===== src/rtl/ahb_lite_master_port_pkg.sv =====
`default_nettype none
// ============================================================================
// Module      : ahb_lite_master_port_pkg
// Description : Shared AHB-Lite encodings, master FSM states and alignment helper.
// Revision    : 1.0 - initial release
// ============================================================================
package ahb_lite_master_port_pkg;

    localparam logic [1:0] c_htrans_idle   = 2'b00;
    localparam logic [1:0] c_htrans_nonseq = 2'b10;

    localparam logic [2:0] c_hsize_byte    = 3'b000;
    localparam logic [2:0] c_hsize_half    = 3'b001;
    localparam logic [2:0] c_hsize_word    = 3'b010;

    localparam logic [2:0] c_hburst_single = 3'b000;

    typedef enum logic [1:0] {
        ST_IDLE = 2'd0,
        ST_ADDR = 2'd1,
        ST_DATA = 2'd2
    } state_t;

    // Size code 3 has no legal alignment and is reported as an error.
    function automatic logic is_aligned(input logic [1:0] size, input logic [1:0] addr_lo);
        case (size)
            2'd0:    is_aligned = 1'b1;
            2'd1:    is_aligned = ~addr_lo[0];
            2'd2:    is_aligned = (addr_lo == 2'b00);
            default: is_aligned = 1'b0;
        endcase
    endfunction

endpackage
`default_nettype wire


===== src/rtl/ahb_lite_master_port_if.sv =====
`default_nettype none
// ============================================================================
// Module      : ahb_lite_master_port_if
// Description : Request/response handshake plus AHB-Lite master-side bus signals.
// Revision    : 1.0 - initial release
// ============================================================================
interface ahb_lite_master_port_if;

    logic        reqValid;
    logic        reqReady;
    logic [31:0] reqAddr;
    logic [1:0]  reqSize;
    logic        reqWrite;
    logic [31:0] reqWdata;

    logic        rspValid;
    logic        rspErr;
    logic [31:0] rspRdata;

    logic [31:0] HADDR;
    logic [2:0]  HSIZE;
    logic [1:0]  HTRANS;
    logic        HWRITE;
    logic [2:0]  HBURST;
    logic [3:0]  HPROT;
    logic        HMASTLOCK;
    logic [31:0] HWDATA;
    logic        HREADY;
    logic [31:0] HRDATA;
    logic        HRESP;

    modport master (
        input  reqValid, reqAddr, reqSize, reqWrite, reqWdata,
        output reqReady, rspValid, rspErr, rspRdata,
        output HADDR, HSIZE, HTRANS, HWRITE, HBURST, HPROT, HMASTLOCK, HWDATA,
        input  HREADY, HRDATA, HRESP
    );

    modport slave (
        output reqValid, reqAddr, reqSize, reqWrite, reqWdata,
        input  reqReady, rspValid, rspErr, rspRdata,
        input  HADDR, HSIZE, HTRANS, HWRITE, HBURST, HPROT, HMASTLOCK, HWDATA,
        output HREADY, HRDATA, HRESP
    );

endinterface
`default_nettype wire


===== src/rtl/ahb_lane_align.sv =====
`default_nettype none
// ============================================================================
// Module      : ahb_lane_align
// Description : Combinational byte-lane replication for writes and lane extraction for reads.
// Revision    : 1.0 - initial release
// ============================================================================
module ahb_lane_align
    import ahb_lite_master_port_pkg::*;
(
    input  wire logic [2:0]  i_hsize,
    input  wire logic [1:0]  i_addr_lo,
    input  wire logic [31:0] i_wdata,
    input  wire logic [31:0] i_rdata,
    output logic      [31:0] o_wdata_rep,
    output logic      [31:0] o_rdata_ext
);

    logic [31:0] w_rdata_shift;

    assign w_rdata_shift = i_rdata >> {i_addr_lo, 3'b000};

    always_comb begin
        o_wdata_rep = i_wdata;
        o_rdata_ext = i_rdata;
        case (i_hsize)
            c_hsize_byte: begin
                o_wdata_rep = {4{i_wdata[7:0]}};
                o_rdata_ext = {24'd0, w_rdata_shift[7:0]};
            end
            c_hsize_half: begin
                o_wdata_rep = {2{i_wdata[15:0]}};
                o_rdata_ext = {16'd0, w_rdata_shift[15:0]};
            end
            default: begin
                o_wdata_rep = i_wdata;
                o_rdata_ext = i_rdata;
            end
        endcase
    end

endmodule
`default_nettype wire


===== src/rtl/ahb_lite_master_port.sv =====
`default_nettype none
// ============================================================================
// Module      : ahb_lite_master_port
// Description : Single-outstanding AHB-Lite initiator issuing one SINGLE transfer per request.
// Revision    : 1.0 - initial release
// ============================================================================
module ahb_lite_master_port
    import ahb_lite_master_port_pkg::*;
#(
    parameter logic [3:0] HPROT_VAL = 4'b0011
)(
    input wire logic               HCLK,
    input wire logic               HRESETn,
    ahb_lite_master_port_if.master bus
);

    state_t      r_state;
    logic [1:0]  r_htrans;
    logic [31:0] r_haddr;
    logic [2:0]  r_hsize;
    logic        r_hwrite;
    logic [31:0] r_hwdata;
    logic [31:0] r_wdata;
    logic        r_rsp_valid;
    logic        r_rsp_err;
    logic [31:0] r_rsp_rdata;

    logic        w_accept;
    logic [31:0] w_wdata_rep;
    logic [31:0] w_rdata_ext;

    assign w_accept = bus.reqValid && (r_state == ST_IDLE);

    ahb_lane_align u_lane_align (
        .i_hsize     (r_hsize),
        .i_addr_lo   (r_haddr[1:0]),
        .i_wdata     (r_wdata),
        .i_rdata     (bus.HRDATA),
        .o_wdata_rep (w_wdata_rep),
        .o_rdata_ext (w_rdata_ext)
    );

    always_ff @(posedge HCLK or negedge HRESETn) begin
        if (!HRESETn) begin
            r_state     <= ST_IDLE;
            r_htrans    <= c_htrans_idle;
            r_haddr     <= 32'd0;
            r_hsize     <= c_hsize_byte;
            r_hwrite    <= 1'b0;
            r_hwdata    <= 32'd0;
            r_wdata     <= 32'd0;
            r_rsp_valid <= 1'b0;
            r_rsp_err   <= 1'b0;
            r_rsp_rdata <= 32'd0;
        end else begin
            r_rsp_valid <= 1'b0;
            r_rsp_err   <= 1'b0;
            r_rsp_rdata <= 32'd0;
            case (r_state)
                ST_IDLE: begin
                    if (w_accept) begin
                        if (is_aligned(bus.reqSize, bus.reqAddr[1:0])) begin
                            r_state  <= ST_ADDR;
                            r_htrans <= c_htrans_nonseq;
                            r_haddr  <= bus.reqAddr;
                            r_hsize  <= {1'b0, bus.reqSize};
                            r_hwrite <= bus.reqWrite;
                            r_wdata  <= bus.reqWdata;
                        end else begin
                            // Misaligned requests never reach the bus.
                            r_rsp_valid <= 1'b1;
                            r_rsp_err   <= 1'b1;
                        end
                    end
                end
                ST_ADDR: begin
                    if (bus.HREADY) begin
                        r_state  <= ST_DATA;
                        r_htrans <= c_htrans_idle;
                        r_hwdata <= w_wdata_rep;
                    end
                end
                ST_DATA: begin
                    if (bus.HREADY) begin
                        r_state     <= ST_IDLE;
                        r_rsp_valid <= 1'b1;
                        r_rsp_err   <= bus.HRESP;
                        r_rsp_rdata <= (r_hwrite || bus.HRESP) ? 32'd0 : w_rdata_ext;
                    end
                end
                default: r_state <= ST_IDLE;
            endcase
        end
    end

    assign bus.reqReady  = (r_state == ST_IDLE);
    assign bus.rspValid  = r_rsp_valid;
    assign bus.rspErr    = r_rsp_err;
    assign bus.rspRdata  = r_rsp_rdata;
    assign bus.HADDR     = r_haddr;
    assign bus.HSIZE     = r_hsize;
    assign bus.HTRANS    = r_htrans;
    assign bus.HWRITE    = r_hwrite;
    assign bus.HBURST    = c_hburst_single;
    assign bus.HPROT     = HPROT_VAL;
    assign bus.HMASTLOCK = 1'b0;
    assign bus.HWDATA    = r_hwdata;

endmodule
`default_nettype wire


===== src/flat_wrapper.sv =====
// flat-port wrapper written by rule: the top's interface ports become plain ports
module ahb_lite_master_port_flat import ahb_lite_master_port_pkg::*;
#(
    parameter logic [3:0] HPROT_VAL = 4'b0011
)
  (HCLK, HRESETn, bus_reqValid, bus_reqAddr, bus_reqSize, bus_reqWrite, bus_reqWdata, bus_reqReady, bus_rspValid, bus_rspErr, bus_rspRdata, bus_HADDR, bus_HSIZE, bus_HTRANS, bus_HWRITE, bus_HBURST, bus_HPROT, bus_HMASTLOCK, bus_HWDATA, bus_HREADY, bus_HRDATA, bus_HRESP);
  ahb_lite_master_port_if bus_i ();
  input wire logic HCLK;
  input wire logic HRESETn;
  input wire logic [$bits(bus_i.reqValid)-1:0] bus_reqValid;
  input wire logic [$bits(bus_i.reqAddr)-1:0] bus_reqAddr;
  input wire logic [$bits(bus_i.reqSize)-1:0] bus_reqSize;
  input wire logic [$bits(bus_i.reqWrite)-1:0] bus_reqWrite;
  input wire logic [$bits(bus_i.reqWdata)-1:0] bus_reqWdata;
  output wire logic [$bits(bus_i.reqReady)-1:0] bus_reqReady;
  output wire logic [$bits(bus_i.rspValid)-1:0] bus_rspValid;
  output wire logic [$bits(bus_i.rspErr)-1:0] bus_rspErr;
  output wire logic [$bits(bus_i.rspRdata)-1:0] bus_rspRdata;
  output wire logic [$bits(bus_i.HADDR)-1:0] bus_HADDR;
  output wire logic [$bits(bus_i.HSIZE)-1:0] bus_HSIZE;
  output wire logic [$bits(bus_i.HTRANS)-1:0] bus_HTRANS;
  output wire logic [$bits(bus_i.HWRITE)-1:0] bus_HWRITE;
  output wire logic [$bits(bus_i.HBURST)-1:0] bus_HBURST;
  output wire logic [$bits(bus_i.HPROT)-1:0] bus_HPROT;
  output wire logic [$bits(bus_i.HMASTLOCK)-1:0] bus_HMASTLOCK;
  output wire logic [$bits(bus_i.HWDATA)-1:0] bus_HWDATA;
  input wire logic [$bits(bus_i.HREADY)-1:0] bus_HREADY;
  input wire logic [$bits(bus_i.HRDATA)-1:0] bus_HRDATA;
  input wire logic [$bits(bus_i.HRESP)-1:0] bus_HRESP;
  assign bus_i.reqValid = bus_reqValid;
  assign bus_i.reqAddr = bus_reqAddr;
  assign bus_i.reqSize = bus_reqSize;
  assign bus_i.reqWrite = bus_reqWrite;
  assign bus_i.reqWdata = bus_reqWdata;
  assign bus_reqReady = bus_i.reqReady;
  assign bus_rspValid = bus_i.rspValid;
  assign bus_rspErr = bus_i.rspErr;
  assign bus_rspRdata = bus_i.rspRdata;
  assign bus_HADDR = bus_i.HADDR;
  assign bus_HSIZE = bus_i.HSIZE;
  assign bus_HTRANS = bus_i.HTRANS;
  assign bus_HWRITE = bus_i.HWRITE;
  assign bus_HBURST = bus_i.HBURST;
  assign bus_HPROT = bus_i.HPROT;
  assign bus_HMASTLOCK = bus_i.HMASTLOCK;
  assign bus_HWDATA = bus_i.HWDATA;
  assign bus_i.HREADY = bus_HREADY;
  assign bus_i.HRDATA = bus_HRDATA;
  assign bus_i.HRESP = bus_HRESP;
  ahb_lite_master_port #(.HPROT_VAL(HPROT_VAL)) u_core (.HCLK(HCLK), .HRESETn(HRESETn), .bus(bus_i));
endmodule

===== config.mk =====
export PLATFORM = sky130hd
export DESIGN_NAME = ahb_lite_master_port_flat
export DESIGN_NICKNAME = d
export VERILOG_FILES = /design/src/rtl/ahb_lite_master_port_pkg.sv /design/src/rtl/ahb_lite_master_port_if.sv /design/src/rtl/ahb_lane_align.sv /design/src/rtl/ahb_lite_master_port.sv /design/src/flat_wrapper.sv
export SDC_FILE = /design/constraint.sdc
export NUM_CORES = 1
export LEC_CHECK = 0
export ABC_AREA = 1
export CAP_MARGIN = 20
export CORE_MARGIN = 2
export CORE_UTILIZATION = 45
export CTS_CLUSTER_DIAMETER = 60
export DETAILED_ROUTE_END_ITERATION = 12
export GPL_TIMING_DRIVEN = 0
export PLACE_DENSITY_LB_ADDON = 0.3
export SLEW_MARGIN = 20
export SYNTH_ARGS = -nofsm -noshare
export SYNTH_HDL_FRONTEND = slang
export SYNTH_SLANG_ARGS = --single-unit

===== constraint.sdc =====
create_clock -name HCLK -period 3.6 [get_ports HCLK]
set_input_delay 0.72 -clock HCLK [delete_from_list [all_inputs] [get_ports HCLK]]
set_output_delay 0.72 -clock HCLK [all_outputs]
set_load 0.005 [all_outputs]

==> flow_summary.ini <==
[clock_network]
numCtsBuffers = 17
root_buffer = clkbuf_16
cts_sinks = 136
clkSlewWorstSetupHoldPaths_ns = 0.05
post_cts_buffers = 0
cts_tree = done
ctsHoldBuffers = 0
clkLatencyLatePin_ns = 0.42
ctsLongestPathBuffers = 2
htreeDepth = 4
cts-resized-gates = 0

[placement]
place_worst_setup_slack_ns = 1.289
place_hpwl_um = 13040
port_buffers = 206
gp_congestion = 0.9219

[setup_path]
slowest_stage = clkdlybuf4s50_1
critPathBufInv = 1
worst_ep_required_time_ns = 2.88
crit_family = buffers and inverters
cp.arrival_ns = 1.51
crit_path_start_kind = flip-flop
critical_path.max_fanout = 5
end_kind = output port
crit_type = flip-flop to output port
slowest_delay_ns = 0.51
crit_chain = nor2_4 > clkdlybuf4s50_1

[timing]
setup_viol = 0
worstMarginPinSlew_ns = 0.6948
slew_viol_final = 0
period_share = 0.6184
worst_slack_ns = 1.374
finalHoldViolCount = 0
timing.hold.ws_ns = 0.2603
min_period_ns = 2.226
slew-limit-headroom = 0.5343
rsz0062_at_grt = no
fin_skew_ns = 0.004760
fmax_mhz = 449.2

[power]
p_seq_frac = 0.364
intPower_w = 0.004335
p_leak_nw = 4.695
powerDensity_nw_per_um2 = 691.5
max-vdd-ir-drop_mv = 0.3692
pwr-share-comb = 0.332
swShare = 0.3147
p_clk_frac = 0.304
p_sw_w = 0.001990

[floorplanning]
start_util = 0.4623
die_area_sq_um = 14610
rows = 42
core_area_sq_um = 13300
die_y_um = 120.9
io_pins = 217
dieWidth_um = 120.9

[grt]
grt_pass1_vias = 5524
grt_start_max_net_pins = 71
grt_pass1_wl_um = 28380
gr-total-overflow = 0
track_usage = 0.2539
antenna_found_initial = 0

[yosys]
synth_xor_area_frac = 0
yosys.area_share.simple = 0.3343
synth_warnings = 0
synthAdderAreaFrac = 0
synth.most_common_cell = nand2_1
synth.area.mux_share = 0
ys_ff_latch = 136
synth_area_sq_um = 6146
synth_compound_area_frac = 0.03074
synth_edf_count = 0
synth_commonest_cells = 350 x nand2_1, 136 x dfrtp_1, 108 x nand3_1
synth_top_area_frac = 0.5537
synthArstFlopShare = 1.000
synth_area_leader_cell = dfrtp_1
yosys-top-cells-area = dfrtp_1 55%, nand2_1 21%, nand3_1 8.8%
synth_top_family_by_area = simple AND/OR/NAND/NOR gates
synth.distinct_cells = 26
seq_area_frac_synth = 0.5537
syn-instance-count = 763
synth_flop_cell = dfrtp_1
synth.avg_cell_area_sq_um = 8.055

[finish]
num-fill-cells = 1088
postLayoutCoreUtil = 0.6880
fin_nets = 1101
diodes = 0
layout-drive-gt1-share = 0.09109
areaGrowthSynthToFinish_pct = 48.84

[run]
drv_cap = 0

[status]
status = complete, no violations

[routing]
vias = 5786
drtIter0Drc = 377
wl_um = 17540
routed_via_density = 4.879
drt_drc_violations_left = 0
avgRoutedWirePerCell_um = 14.78
drt.antenna.violating_nets = 0
drtPass1Iterations = 7

[worst_hold_path]
min_path_type = input port to async pin
## cell usage in the layout, fill, tap and decap left out, drive strengths merged
cell	synthesis	layout
bufinv	0	5
dfrtp	136	136
nor2	23	23
inv	48	48
o22ai	1	1
o31ai	1	1
nand3	109	109
conb	2	10
nor3	1	1
clkdlybuf4s50	0	205
clkbuf	7	31
nand2	354	354
o21ai	27	27
buf	44	46
clkinv	2	5
a21oi	8	8
## stage by stage
stage | TNS (ns) | cell area (sq um) | std cells | total power (W)
final | 0 | 9148 | 1186 | 0.006326
after CTS | 0 | 9148 | 1186 | 0.006352
after detailed placement | 0 | 8491 | 1154 | 0.004404
after global placement | -480.72 | 8458 | 1153 | 0.004362
after floorplan | 0 | 6176 | 771 | 0.003235
after global routing | 0 | 9148 | 1186 | 0.006721
## worst reg2reg max path: stages, from the launching register on
cell     delay [ns]
dfrtp_1        0.38
buf_2          0.19
inv_2          0.17
nand2_1        0.09
nor3_2         0.60
nand2_1        0.11
nand2_1        0.10
## kinds of logic (layout without fill, tap and decap cells)
kind of cell	Yosys count	count (layout)
flip-flops	136	136
AND/OR/NAND/NOR	487	487
other	2	10
buffers and inverters	101	340
AO/OA/AOI/OAI	37	37
## cell type report
cell class	count	area [sq um]	area share
buffer	51	301.5	0.03296
clock buffer	24	491.7	0.05375
clock inverter	8	165.2	0.01805
inverter	50	190.2	0.02079
multi-input combinational	534	2281	0.2494
sequential	136	3403	0.3720
tap	176	220.2	0.02407
timing repair buffer	207	2095	0.2290
## power groups by stage
| stage | Sequential, W | Combinational, W | Clock [W] |
|---|---|---|---|
| global route | 0.00236 | 0.00234 | 0.00202 |
| CTS | 0.00230 | 0.00210 | 0.00195 |
| detailed placement | 0.00231 | 0.00209 | 0 |
| finish | 0.00230 | 0.00210 | 0.00192 |
| global placement | 0.00232 | 0.00205 | 0 |
| floorplan | 0.00227 | 0.000961 | 0 |
## state kept, by name, indices dropped and copies added, names as in the netlist
signal	count
u_core.bus.HADDR	32
u_core.bus.rspValid	1
u_core.bus.rspRdata	32
u_core.bus.HTRANS	1
u_core.r_wdata	32
u_core.bus.HSIZE	2
u_core.bus.rspErr	1
u_core.bus.HWDATA	32
u_core.bus.HWRITE	1
u_core.r_state	2
## per-layer routing
metal	vias up	track usage	share of wire
li1	2831	-	-
met1	2685	0.3364	0.42
met2	237	0.3855	0.46
met3	33	0.07613	0.090
met4	0	0.1134	0.029
met5	-	0	0
## final timing paths
check                                    start                      to  slack, ns  cells after the start
setup / recovery             u_core.r_state[1]            bus_reqReady       1.37                      2
hold / removal                         HRESETn     u_core.bus.HADDR[8]       0.26                      1
setup reg to reg           u_core.bus.HSIZE[1]  u_core.bus.rspRdata[9]       1.90                      6
hold reg to reg             u_core.r_wdata[26]      u_core.r_wdata[26]       0.47                      2
max in group asynchronous              HRESETn   u_core.bus.HWDATA[20]       2.63                      2
min in group HCLK           u_core.r_wdata[26]      u_core.r_wdata[26]       0.47                      2
No activity file was read; power rests on OpenSTA's default activity.
